[config.mk]
export PLATFORM = sky130hd
export DESIGN_NAME = circuito_pwm_multicanal
export DESIGN_NICKNAME = d
export VERILOG_FILES = /design/src/rtl/circuito_pwm_multicanal_pkg.sv /design/src/rtl/circuito_pwm_multicanal_canal.sv /design/src/rtl/circuito_pwm_multicanal.sv
export SDC_FILE = /design/constraint.sdc
export NUM_CORES = 1
export LEC_CHECK = 0
export BUFFER_PORTS_ARGS = -buffer_cell sky130_fd_sc_hd__buf_4
export CORE_MARGIN = 2
export CORE_UTILIZATION = 45
export CTS_CLUSTER_SIZE = 40
export DETAILED_ROUTE_END_ITERATION = 7
export GPL_TIMING_DRIVEN = 0
export PLACE_DENSITY = 0.65
export RECOVER_POWER = 25
export SYNTH_ARGS = -nofsm -noshare
export SYNTH_HDL_FRONTEND = slang
export SYNTH_SLANG_ARGS = --single-unit
[constraint.sdc]
create_clock -name clock -period 2.7 [get_ports clock]
set_clock_uncertainty 0.1 [all_clocks]
set_input_delay 0.135 -clock clock [delete_from_list [all_inputs] [get_ports clock]]
set_output_delay 0.135 -clock clock [all_outputs]
set_load 0.02 [all_outputs]
[src/rtl/circuito_pwm_multicanal_pkg.sv]
// Shared constants and helpers for the multi-channel PWM generator.
// Servo timing assumes a 50 MHz clock and a 20 ms frame.
package circuito_pwm_multicanal_pkg;

  localparam int unsigned PERIODO_SERVO_50MHZ = 1_000_000;
  localparam int unsigned LARGURA_0_GRAUS     = 50_000;
  localparam int unsigned LARGURA_90_GRAUS    = 75_000;
  localparam int unsigned LARGURA_180_GRAUS   = 100_000;

  localparam int unsigned N_CANAIS_PADRAO     = 4;
  localparam int unsigned LARGURA_BITS_PADRAO = 20;
  localparam int unsigned CANAL_BITS_PADRAO   = 2;

  // Widths above the period would behave like the period anyway; clamping keeps the stored value meaningful.
  function automatic logic [31:0] satura(input logic [31:0] valor, input logic [31:0] limite);
    return (valor > limite) ? limite : valor;
  endfunction

endpackage

[src/rtl/circuito_pwm_multicanal_canal.sv]
// One PWM channel: double-buffered width, deferred enable and registered output.
// The output is computed from the next counter value so it lines up with the counter register.
module pwm_canal
  import circuito_pwm_multicanal_pkg::*;
#(
  parameter int CONF_PERIODO = 1_000_000,
  parameter int LARGURA_BITS = 20
) (
  input  logic                    clock,
  input  logic                    reset,
  input  logic                    escreve_i,
  input  logic [LARGURA_BITS-1:0] largura_i,
  input  logic                    fim_i,
  input  logic [LARGURA_BITS-1:0] contador_prox_i,
  input  logic                    habilita_i,
  output logic                    pwm_o
);

  logic [LARGURA_BITS-1:0] largura_sat;
  logic [LARGURA_BITS-1:0] pendente_q, pendente_d;
  logic [LARGURA_BITS-1:0] ativo_q, ativo_d;
  logic                    hab_ativo_q, hab_ativo_d;
  logic                    pwm_q, pwm_d;

  assign largura_sat = LARGURA_BITS'(satura(32'(largura_i), 32'(CONF_PERIODO)));

  // A write on the boundary edge goes straight into the active width as well.
  always_comb begin
    pendente_d  = escreve_i ? largura_sat : pendente_q;
    ativo_d     = ativo_q;
    hab_ativo_d = hab_ativo_q;
    if (fim_i) begin
      ativo_d = pendente_d;
    end
    if (!habilita_i) begin
      hab_ativo_d = 1'b0;
    end else if (fim_i) begin
      hab_ativo_d = 1'b1;
    end
    pwm_d = (contador_prox_i < ativo_d) && hab_ativo_d;
  end

  always_ff @(posedge clock) begin
    if (reset) begin
      pendente_q  <= '0;
      ativo_q     <= '0;
      hab_ativo_q <= 1'b0;
      pwm_q       <= 1'b0;
    end else begin
      pendente_q  <= pendente_d;
      ativo_q     <= ativo_d;
      hab_ativo_q <= hab_ativo_d;
      pwm_q       <= pwm_d;
    end
  end

  assign pwm_o = pwm_q;

endmodule

[src/rtl/circuito_pwm_multicanal.sv]
// Multi-channel edge-aligned PWM generator sharing one period counter.
// Widths are written per channel and take effect at the next period boundary.
module circuito_pwm_multicanal
  import circuito_pwm_multicanal_pkg::*;
#(
  parameter int CONF_PERIODO = PERIODO_SERVO_50MHZ,
  parameter int N_CANAIS     = N_CANAIS_PADRAO,
  parameter int LARGURA_BITS = LARGURA_BITS_PADRAO,
  parameter int CANAL_BITS   = CANAL_BITS_PADRAO
) (
  input  logic                    clock,
  input  logic                    reset,
  input  logic                    escreve,
  input  logic [CANAL_BITS-1:0]   canal,
  input  logic [LARGURA_BITS-1:0] largura,
  input  logic [N_CANAIS-1:0]     habilita,
  output logic [N_CANAIS-1:0]     pwm,
  output logic                    fim_periodo
);

  localparam logic [LARGURA_BITS-1:0] ULTIMA_CONTAGEM = LARGURA_BITS'(CONF_PERIODO - 1);

  logic [LARGURA_BITS-1:0] contador_q, contador_d;
  logic                    fim_q, fim_d;

  // fim_q is kept equal to (contador_q == last count) by registering the same test on the next value.
  always_comb begin
    contador_d = (contador_q == ULTIMA_CONTAGEM) ? '0 : contador_q + LARGURA_BITS'(1);
    fim_d      = (contador_d == ULTIMA_CONTAGEM);
  end

  always_ff @(posedge clock) begin
    if (reset) begin
      contador_q <= '0;
      fim_q      <= 1'b0;
    end else begin
      contador_q <= contador_d;
      fim_q      <= fim_d;
    end
  end

  assign fim_periodo = fim_q;

  // Out-of-range channel indices match no instance, so such writes are dropped.
  for (genvar i = 0; i < N_CANAIS; i++) begin : g_canal
    logic escreve_canal;
    assign escreve_canal = escreve && (canal == CANAL_BITS'(i));

    pwm_canal #(
      .CONF_PERIODO (CONF_PERIODO),
      .LARGURA_BITS (LARGURA_BITS)
    ) u_canal (
      .clock           (clock),
      .reset           (reset),
      .escreve_i       (escreve_canal),
      .largura_i       (largura),
      .fim_i           (fim_q),
      .contador_prox_i (contador_d),
      .habilita_i      (habilita[i]),
      .pwm_o           (pwm[i])
    );
  end

endmodule

Word-level counts from Yosys, hierarchy flattened
Cells that the tools add are included.
- reductions and logical operators: 9
- $add $sub $neg: 1
- muxes and demuxes: 18
- order comparisons: 5
- equal/unequal tests: 5
- operator list (kind ; number):
    two-way mux 20 bit ; 10
    less-than comparator 20 bit ; 4
    == test 20 bit, second input constant ; 2
    adder 20 x 1 -> 20 bit, second input constant ; 1
    > comparator 20 bit, second input constant ; 1
    logical AND 1 bit ; 8
    two-way mux 1 bit ; 8
    == test 2 bit, second input constant ; 2
    == test 2 x 1 -> 1 bit, second input constant ; 1
    logical NOT 2 bit ; 1
- input bits: 29
- register bits after elaboration: 189
- output and inout port bits: 5

Depth between registers and ports, before layout
- depth in word-level cells: 6
- gate-level depth with buffers: 14
- depth with buffers taken out: 11

By module
From an unflattened synthesis, not the netlist that was laid out.
- cells, all modules: 1089
- area, all modules: 9489.1 um2
- by module, submodules not included (module ; area each (um2) ; instances ; cells an instance):
    pwm_canal at g_canal[0].u_canal ... ; 2080.7 ; 3 ; 235
    pwm_canal at g_canal[2].u_canal ; 2034.5 ; 1 ; 235
    circuito_pwm_multicanal ; 1212.4 ; 1 ; 149

Least setup slack after synthesis
OpenSTA, ideal clock, no wires.
- kind: register to register
- start: reg contador_q[14]
- end: reg g_canal[2].u_canal.pwm_q
- stages on the path, launching flop included: 13
- data required time: 2.472 ns
- setup slack: -0.229 ns
- arrival time: 2.700 ns
- path through: dfxtp_1 -> clkbuf_2 -> nor4b_1 -> nand4_1 -> nor3_1 -> buf_2 -> nor2_1 -> ha_1 -> nand4_1 -> nor4_1 -> o2111ai_1 -> a21oi_1 -> a221oi_1
- word-level cells in the longest chain between the ends: 4
- elaborated cells on any way between the ends: 5
- classes of those cells: add/sub: 1; order compare: 1; eq/ne: 1; mux: 1; reduce/logical: 1
- ends and longest elaborated chain (item ; line ; text):
    start, declared ; circuito_pwm_multicanal.sv:23 ; logic [LARGURA_BITS-1:0] contador_q, contador_d;
    start signal, assigned ; circuito_pwm_multicanal.sv:37 ; contador_q <= contador_d;
    adder 20 x 1 -> 20 bit or == test 20 bit (tied branches) ; circuito_pwm_multicanal.sv:28 ; contador_d = (contador_q == ULTIMA_CONTAGEM) ? '0 : contador_q + LARGURA_BITS'(1);
    two-way mux 20 bit * ; circuito_pwm_multicanal.sv:28 ;
    named net contador_d[19] ; circuito_pwm_multicanal.sv:23 ;
    less-than comparator 20 bit * ; circuito_pwm_multicanal_canal.sv:40 ; pwm_d = (contador_prox_i < ativo_d) && hab_ativo_d;
    logical AND 1 bit * ; circuito_pwm_multicanal_canal.sv:40 ;
    end signal, assigned ; circuito_pwm_multicanal_canal.sv:53 ; pwm_q <= pwm_d;
    end, declared ; circuito_pwm_multicanal_canal.sv:23 ; logic pwm_q, pwm_d;
Mark *: on every way through the listed nets, which the timed path passes. The rest lies on a longest branch.
A chain may end at the register's enable or synchronous reset.

Worst setup path after layout
- start: reg contador_q[3]
- end: reg g_canal[3].u_canal.pwm_q
- word-level cells in the longest chain between the ends: 4
- elaborated cells on any way between the ends: 5
- classes of those cells: add/sub: 1; order compare: 1; eq/ne: 1; mux: 1; reduce/logical: 1
- ends and longest elaborated chain (item ; line):
    adder 20 x 1 -> 20 bit or == test 20 bit (tied branches) ; circuito_pwm_multicanal.sv:28
    two-way mux 20 bit * ; circuito_pwm_multicanal.sv:28
    named net contador_d[17] ; circuito_pwm_multicanal.sv:23
    less-than comparator 20 bit * ; circuito_pwm_multicanal_canal.sv:40
    logical AND 1 bit * ; circuito_pwm_multicanal_canal.sv:40
    end signal, assigned ; circuito_pwm_multicanal_canal.sv:53
    end, declared ; circuito_pwm_multicanal_canal.sv:23
Marked as above.

==> flow_summary.ini <==
[final_layout]
fin_util = 0.574
multi_input_area_mm2 = 0.00566
fin_nets = 1308
seqCellArea_mm2 = 0.00381
final_cell_count_no_fill = 1486
postLayoutCellArea_mm2 = 0.0117
nFillCells = 1877
syn2layout_area_growth_pct = 24.8
drive_gt1_frac = 0.176

[floorplan]
die_area_mm2 = 0.0219
rows = 52
design.core.area_mm2 = 0.0203
start_util = 0.460
io_pins = 34
die_h_um = 148
die_w_um = 148

[clocking]
cts_tree = built
cts_sinks = 189
clock_path_buffers = 2
clk_pin_slew_worst_paths_ns = 0.08
cts_buffers = 17
clock_latency_ns = 0.44
cts_root_buf = clkbuf_16
htreeDepth = 4

[critical_path]
cp_data_arrival_time_ns = 3.41
path_buf_inv = 3
cp.required_ns = 2.94
critPathLaunchType = register
slowest_stage = nor4_4
critical_path_class = reg2reg
crit_fanout = 4
crit_path_max_incr_delay_ns = 0.41
critPathTopFamily = simple AND/OR/NAND/NOR gates
cp_cell_sequence = nand4_1 -> buf_6 -> nor4_4 -> and4_4 -> nor2_4 -> nor2_4 -> buf_6 -> ha_4 -> nand4_1 -> nor4_4 -> buf_4 -> a22oi_2 -> o2111ai_2 -> a211oi_2
setup.worst_path.end_class = register

[placed_design]
io_buffers = 32
post-dp-hpwl_mm = 22.3
placed_cell_area_mm2 = 0.00994
dp_cells = 1386
gp_congestion = 0.932

[synthesis]
synthFlopType = dfxtp_1
synth_area_leaders = dfxtp_1 41%, ha_1 10%, nor2_1 7.4%
postSynthCellCount = 1084
synth_seq_cells = 189
yosysWarnings = 0
yosys.cell_types.count = 51
syn_area_mm2 = 0.00934
synth_top_area_cell = dfxtp_1
syn_avg_cell_area_um2 = 8.61
yosysSeqAreaShare = 0.405
synth_common_cells = 189 x dfxtp_1, 185 x nor2_1, 77 x ha_1
synth_top_cell_area_share = 0.405
synth_async_sr_flop_share = 0
synthesis.nets = 1190
synthMostInstantiatedCell = dfxtp_1
synth_edf_count = 0

[pwr]
report.power.total_mw = 5.94
ir_drop_mv = 0.367
power_density_mw_per_mm2 = 510
p_leak_nw = 4.82

[timing]
max_freq_mhz = 315
holdWs_ns = 0.0172
slew_viol_final = 0
finalHoldViolations = 0
worst_pin_slew_ns = 0.917
min_period_ns = 3.18
final.setup.worst_slack_ns = -0.476
fin_crit_sh = 1.18
relSlewSlack = 0.389
setup_viol = 4
grt_setup_unrepaired = yes

[drt]
dr.pass1.iters = 8
drc = 0
wl_per_cell_um = 21.3
dr_total_vias = 8764
initialDrtViolationCount = 928
wirelength_mm = 31.7
antenna_left = 0
routed_via_density = 5.90

[grt]
grt_pass1_wl_mm = 47.6
grt_overflow = 0
grt_max_degree = 19
first_global_vias = 8146
antenna_found_initial = 1
track_usage = 0.286

[job]
cap_violations = 0

[hold_path]
min-delay-path-class = in2reg

[run_status]
status = finished, violations left
violations = setup timing
[sequential cells by signal, summed over array words and instances, names as in the netlist]
| name | cells |
|---|---|
| g_canal.u_canal.ativo_q | 80 |
| g_canal.u_canal.pendente_q | 80 |
| fim_periodo | 1 |
| contador_q | 20 |
| g_canal.u_canal.hab_ativo_q | 4 |
| g_canal.u_canal.pwm_o | 4 |
[path summary, 6_finish.rpt]
check / from / to / slack [ns] / depth (start not counted)
worst max-delay path: contador_q[3] / g_canal[3].u_canal.pwm_o / -0.48 / 14
worst min-delay path: largura[7] / g_canal[1].u_canal.pendente_q[7] / 0.02 / 3
worst max register to register: contador_q[3] / g_canal[3].u_canal.pwm_o / -0.48 / 14
worst min register to register: contador_q[0] / contador_q[0] / 0.33 / 1
[cells by family (layout without fill, tap and decap cells)]
logic type	count (synthesis)	count (layout)	synth area share
and+or+nand+nor	400	400	0.206
AOI/OAI and AO/OA	288	288	0.204
DFF	189	189	0.405
buffers and inverters	91	222	0.0421
adders and majority gates	77	77	0.103
muxes	21	21	0.0227
xor gates and xnor gates	18	18	0.0169
other	0	1	0
[area by class of cell]
type,count,area share
Multi-Input combinational cell,804,0.485
Clock buffer,17,0.0365
Antenna cell,1,0.000215
Sequential cell,189,0.327
Tap cell,270,0.0290
Clock inverter,15,0.0154
Timing Repair Buffer,99,0.0689
Inverter,21,0.00676
Buffer,70,0.0308
[what timing repair did]
action	4_1_cts	5_1_grt
pin swaps	33	35
endpoints found under the setup margin	4	4
hold endpoints to repair	57	0
resized for setup	80	47
buffers inserted	30	14
hold buffers	24	0
[layout by cell type, fill, tap and decap left out, types with 41 or more instances in the layout]
| cell | instances |
|---|---|
| a21oi_1 | 48 |
| a31oi_1 | 42 |
| o21ai_0 | 45 |
| and2_1 | 46 |
| clkbuf_1 | 45 |
| a211oi_1 | 41 |
| nand2_1 | 55 |
| a21o_1 | 56 |
| nor2_1 | 176 |
| ha_1 | 66 |
| buf_4 | 68 |
| dfxtp_1 | 177 |
[stage by stage]
| step | setup TNS (ns) | setup WS (ns) |
|---|---|---|
| after floorplan | -0.0193 | -0.0135 |
| after global placement | -4.53 | -1.26 |
| after detailed placement | -4.42 | -1.26 |
| after CTS | -1.37 | -0.386 |
| after global routing | -2.04 | -0.566 |
| final | -1.72 | -0.476 |
[report_power, final]
group,switching (mW),leakage (nW),internal [mW]
Combinational,0.312,2.99,0.174
Clock,1.21,0.293,1.40
Sequential,0.0142,1.54,2.83
[tightest hold or removal path: cells and delay by family]
family	cells	cell delay, ns
AO/OA/AOI/OAI	1	0.15
buffers and inverters	1	0.15
AND/OR/NAND/NOR	1	0.08
[routing by layer]
layer,GRT usage,wire length [um],up-vias
li1,-,-,4113
met1,0.390,13400,4154
met2,0.452,14300,428
met3,0.0512,2860,69
met4,0.112,1110,0
met5,0,0,-
Power figures use the tool's default switching activity.
